[config.mk]
export PLATFORM = sky130hd
export DESIGN_NAME = interfaz_crono
export DESIGN_NICKNAME = d
export VERILOG_FILES = /design/src/rtl/interfaz_crono.sv
export SDC_FILE = /design/constraint.sdc
export NUM_CORES = 1
export LEC_CHECK = 0
export BUFFER_PORTS_ARGS = -buffer_cell sky130_fd_sc_hd__clkbuf_2
export CORE_AREA = 2 2 39 41
export DETAILED_ROUTE_END_ITERATION = 7
export DIE_AREA = 0 0 41 43
export PLACE_DENSITY_LB_ADDON = 0.1
export SYNTH_ARGS = -nofsm -noshare
export SYNTH_HDL_FRONTEND = slang
export SYNTH_SLANG_ARGS = --single-unit
export TNS_END_PERCENT = 20
[constraint.sdc]
create_clock -name clk -period 2.4 [get_ports clk]
set_input_delay 0 -clock clk [delete_from_list [all_inputs] [get_ports clk]]
set_output_delay 0 -clock clk [all_outputs]
set_load 0.02 [all_outputs]
[src/rtl/interfaz_crono.sv]
// Control FSM for the countdown-timer (crono): programming, arming, running and alarm.
// Drives CronoActivo (counter enable) and Ring (alarm indicator), both registered.
module interfaz_crono #(
    parameter int RING_CYCLES = 8
) (
    input  logic clk,
    input  logic reset,
    input  logic ProgramarCrono,
    input  logic InicioCrono,
    input  logic FinalizoCrono,
    output logic CronoActivo,
    output logic Ring
);

    localparam int CW = $clog2(RING_CYCLES + 1);
    localparam logic [CW-1:0] RING_LAST = CW'(RING_CYCLES - 1);

    typedef enum logic [1:0] {
        PROGRAM = 2'd0,
        READY   = 2'd1,
        RUN     = 2'd2,
        RING    = 2'd3
    } state_t;

    state_t        state;
    state_t        stateNext;
    logic [CW-1:0] ringCnt;
    logic [CW-1:0] ringCntNext;

    always_comb begin
        stateNext = state;
        if (ProgramarCrono) begin
            stateNext = PROGRAM;
        end else begin
            unique case (state)
                PROGRAM: stateNext = InicioCrono ? RUN : READY;
                READY:   stateNext = InicioCrono ? RUN : READY;
                RUN: begin
                    // End of count wins over a simultaneous pause request
                    if (FinalizoCrono)     stateNext = RING;
                    else if (!InicioCrono) stateNext = READY;
                    else                   stateNext = RUN;
                end
                RING:    stateNext = (ringCnt == RING_LAST) ? READY : RING;
                default: stateNext = PROGRAM;
            endcase
        end
    end

    always_comb begin
        ringCntNext = '0;
        if (state == RING && stateNext == RING) begin
            ringCntNext = ringCnt + CW'(1);
        end
    end

    always_ff @(posedge clk) begin
        if (reset) begin
            state       <= PROGRAM;
            ringCnt     <= '0;
            CronoActivo <= 1'b0;
            Ring        <= 1'b0;
        end else begin
            state       <= stateNext;
            ringCnt     <= ringCntNext;
            CronoActivo <= (stateNext == RUN);
            Ring        <= (stateNext == RING);
        end
    end

endmodule

### Yosys cells after proc, flatten, opt, wreduce, memory -nomap -nowiden

Index checks and enable logic that the tools add are counted.

* flip-flop bits (word level): 8
* output and inout bits: 2
* input port bits: 5
* word-level logic and storage cells: 21

* reduce and logical (&&, ||, !) cells: 4
* multiplexer cells: 5
* bitwise gates (word level): 1
* eq/ne operators: 6
* add/sub/neg operators: 1

Operators with widths (count)
* equality test 2 bit (second input constant): 4
* 2-to-1 mux 2 bit: 4
* one-hot mux 2 bit (3 select lines): 1
* adder 4 x 1 -> 4 bit (second input constant): 1
* equality test 4 x 3 -> 1 bit (second input constant): 1
* OR reduction 2 bit: 2
* equality test 2 x 1 -> 1 bit (second input constant): 1
* zero test 2 bit: 1
* logical AND 1 bit: 1
* NOT 1 bit: 1

### Depth between registers and ports, before layout

* word-level depth: 8
* depth in mapped cells: 3
* gate-level depth less buffers: 3

### Worst setup path before layout

No wires, ideal clock.

* path kind: flip-flop to flip-flop
* from: register ringCnt[0]
* to: register state[1]
* clock period less this slack: 1022 ps
* path buffers: 0
* setup time: 86 ps
* data arrival time: 935 ps
* data required time: 2314 ps
* path slack: 1378 ps
* cell stages (with the launch flop): 4
* path through: dfxtp_1 > ha_1 > and3b_4 > a221oi_2

* longest elaborated chain between the ends: 4

RTL lines
* start: declaration: RTL line 27 `logic [CW-1:0] ringCnt;`
* start signal: assignment: RTL line 65 `ringCnt <= ringCntNext;`
* equality test 4 x 3 -> 1 bit: RTL line 44 `RING: stateNext = (ringCnt == RING_LAST) ? READY : RING;`
* 2-to-1 mux 2 bit: RTL line 44
* one-hot mux 2 bit (3 select lines): RTL line 35 `unique case (state)`
* 2-to-1 mux 2 bit: RTL line 32 `if (ProgramarCrono) begin`
* end signal: assignment: RTL line 64 `state <= stateNext;`
* end: declaration: RTL line 25 `state_t state;`

No other way between the ends.
A chain may end at the register's enable or synchronous reset.

### Worst setup path in the final report

Same ends and word-level chain as after synthesis.

==> results.md <==
* Layout Utilization at 30.65%
* GRT met3 Usage at 4.712%
* Area after DPL at 391.6 um2
* Synth warn at 0
* Finished Layout Cells at 53
* Slowest-stage cell, CP: dfxtp_1
* 1st-pass router iterations at 2
* Crit start category: flip-flop
* I/O Buffers at 6
* Net Sw Frac at 20.38%
* Inserted Clock Buffers at 3
* Leakage Power at 0.1637 nW
* Remaining global-route overflow at 0
* Status: finished, final reports clean
* Gates resized, CTS repair at 0
* Rows at 14
* CTS tree: done
* Total GRT Usage at 8.880%
* Share of power burned in registers at 54.7%
* Worst-Margin Slew at 0.2072 ns
* Worst clock skew at 0.006786 ns
* Die Wd at 41 um
* Skew-Pair Late Insertion Delay at 0.25 ns
* Die ar. at 1763 um2
* Post-route ant nets at 0
* Setup TNS at 0 ns
* Drt drc at 0
* Worst relative slew slack at 86.18%
* Syn_area_per_cell at 12.65 um2
* Share of post-route cells with drive strength above 1 at 51.35%
* Top delay family on crit path: flip-flops
* Max_cap viols at 0
* Fin. max-slew vios at 0
* CP peak stage delay at 0.34 ns
* WP data arrival at 1.27 ns
* Vias per cell at 4.509
* Final Cycle Share at 45.97%
* Ant. Diodes at 0
* Worst path bufs/invs at 0
* Worst-path cell chain: ha_1 > and3b_4 > a221oi_2
* Synthesized Nets at 33
* Crit Path Max Fanout at 4
* Min-Delay Path Class: primary input to flip-flop
* Top cells by area, synth: dfxtp_1, a211oi_2, nor3b_2
* Switching Power at 0.00005120 W
* Hold Fails Final Rpt at 0
* Synth cell types at 17
* M2 GR Usage at 11.88%
* Sequential-to-total area share from yosys stat at 46.89%
* Seq cells post-synth at 8
* Die Height at 43 um
* Root Buffer: clkbuf_4
* Req. time, crit path at 2.57 ns
* Htree depth at 1
* Power Density at 592.4 nW/um2
* Final setup fails at 0
* Core ar. at 1384 um2
* CTS Buffer Depth at 2
* Placed cells at 49
* Maximum vdd drop at 0.0002232 V
* Via count at 239
* Commonest non-fill, non-tap cells in the layout: dfxtp_1, clkbuf_2, clkbuf_4
* Cell area after synthesis at 341.6 um2
* Clk sink count at 8
* Setup crit end kind: flip-flop
* Synth Instances at 27
* # Post-CTS Setup Buffers at 0
* Gpl congestion at 0.6482
* Clock power share at 39.7%
* # nets final at 45
* CP Class: flip-flop to flip-flop
* Final instance area at 424.2 um2
* Most common cell after layout, fill and taps aside: dfxtp_1
* Top Usage Layer GRT: met2
* Post-synth top area cell: dfxtp_1
* Vias in the first global route at 237
* GR Util met1 at 9.477%
* Area Overhead vs Synth at 24.18%
* Initial DRC count at 2
* Share of the synthesized area in the top cell type at 46.89%
* Comb pwr share at 5.5%
* Hold-fix buffers, CTS at 1
* P_int at 0.0002001 W
* RSZ-0062 raised after global routing: false
* Clock transition at the registers of the reported paths at 0.06 ns
* IO Pins at 7
* Largest net degree at the start of global routing at 5
* Min Clock Period, post-route at 1.103 ns
* Initial core utilization at 24.68%
* Drt wl/cell at 9.340 um
* First-pass GRT wire length at 952 um
* Final wirelength at 495 um
* Max Fclk at 906.4 MHz
* Initial antenna violation count at 0
flip-flops by register name, summed over array words and instances, names as in the netlist:
signal and cells:
CronoActivo 1, ringCnt 4, Ring 1, state 2
final timing paths:
check	start	to	slack, ns	depth (start not counted)
setup reg to reg	ringCnt[0]	state[1]	1.30	3
hold reg to reg	ringCnt[3]	ringCnt[3]	0.47	2
hold / removal	FinalizoCrono	state[0]	0.08	3
setup / recovery	ringCnt[0]	state[1]	1.30	3
layer usage:
layer  wire, um  vias up
met1        196      110
met5          0        -
li1           -      122
met4          8        0
met2        263        5
met3         27        2
through the flow:
stage	total power (W)	hold WS, ns	setup WS (ns)
2_1_floorplan	0.0001477	0.09191	1.378
3_3_place_gp	0.0001530	0.1952	1.303
3_5_place_dp	0.0001532	0.1963	1.307
4_1_cts	0.0002584	0.07309	1.283
5_1_grt	0.0002690	0.1049	1.226
6_report	0.0002513	0.07906	1.297
cell families after synthesis:
group           Yosys count  share of synthesized area (%)
simple gates             10                          28.94
flops                     8                          46.89
compound gates            5                          15.75
buf+inv                   2                          2.199
xor+xnor                  1                          2.565
fa+ha+maj                 1                          3.662
Yosys cell counts:
| cell | n |
|---|---|
| dfxtp_1 | 8 |
| a211oi_2 | 2 |
| inv_1 | 2 |
| nor3b_2 | 2 |
| a21oi_1 | 1 |
| a221oi_2 | 1 |
| and2_2 | 1 |
| and3b_4 | 1 |
| and4_1 | 1 |
| ha_1 | 1 |
| nand4b_1 | 1 |
| nand4bb_2 | 1 |
| nor2_1 | 1 |
| nor3_2 | 1 |
| o21ai_2 | 1 |
| or2_1 | 1 |
| xnor2_1 | 1 |
layout make-up:
type	count	area [um2]
clock buffers	3	22.52
inverters	2	7.507
multi-input cells	17	173.9
flip-flops and latches	8	160.2
fillers	145	959.7
well taps	16	20.02
repair buffers	7	40.04
power by group through the flow:
stage | clock network [W] | registers, W | logic, W
floorplan | 0 | 0.000141 | 0.00000647
CTS | 0.000107 | 0.000137 | 0.0000141
global route | 0.000116 | 0.000138 | 0.0000159
finish | 0.0000999 | 0.000138 | 0.0000139
global placement | 0 | 0.000140 | 0.0000127
detailed placement | 0 | 0.000140 | 0.0000128
worst register-to-register path, stage by stage (launching register included):
cell and delay [ns]:
dfxtp_1 0.34, ha_1 0.24, and3b_4 0.23, a221oi_2 0.21
No activity file was read; power rests on OpenSTA's default activity.
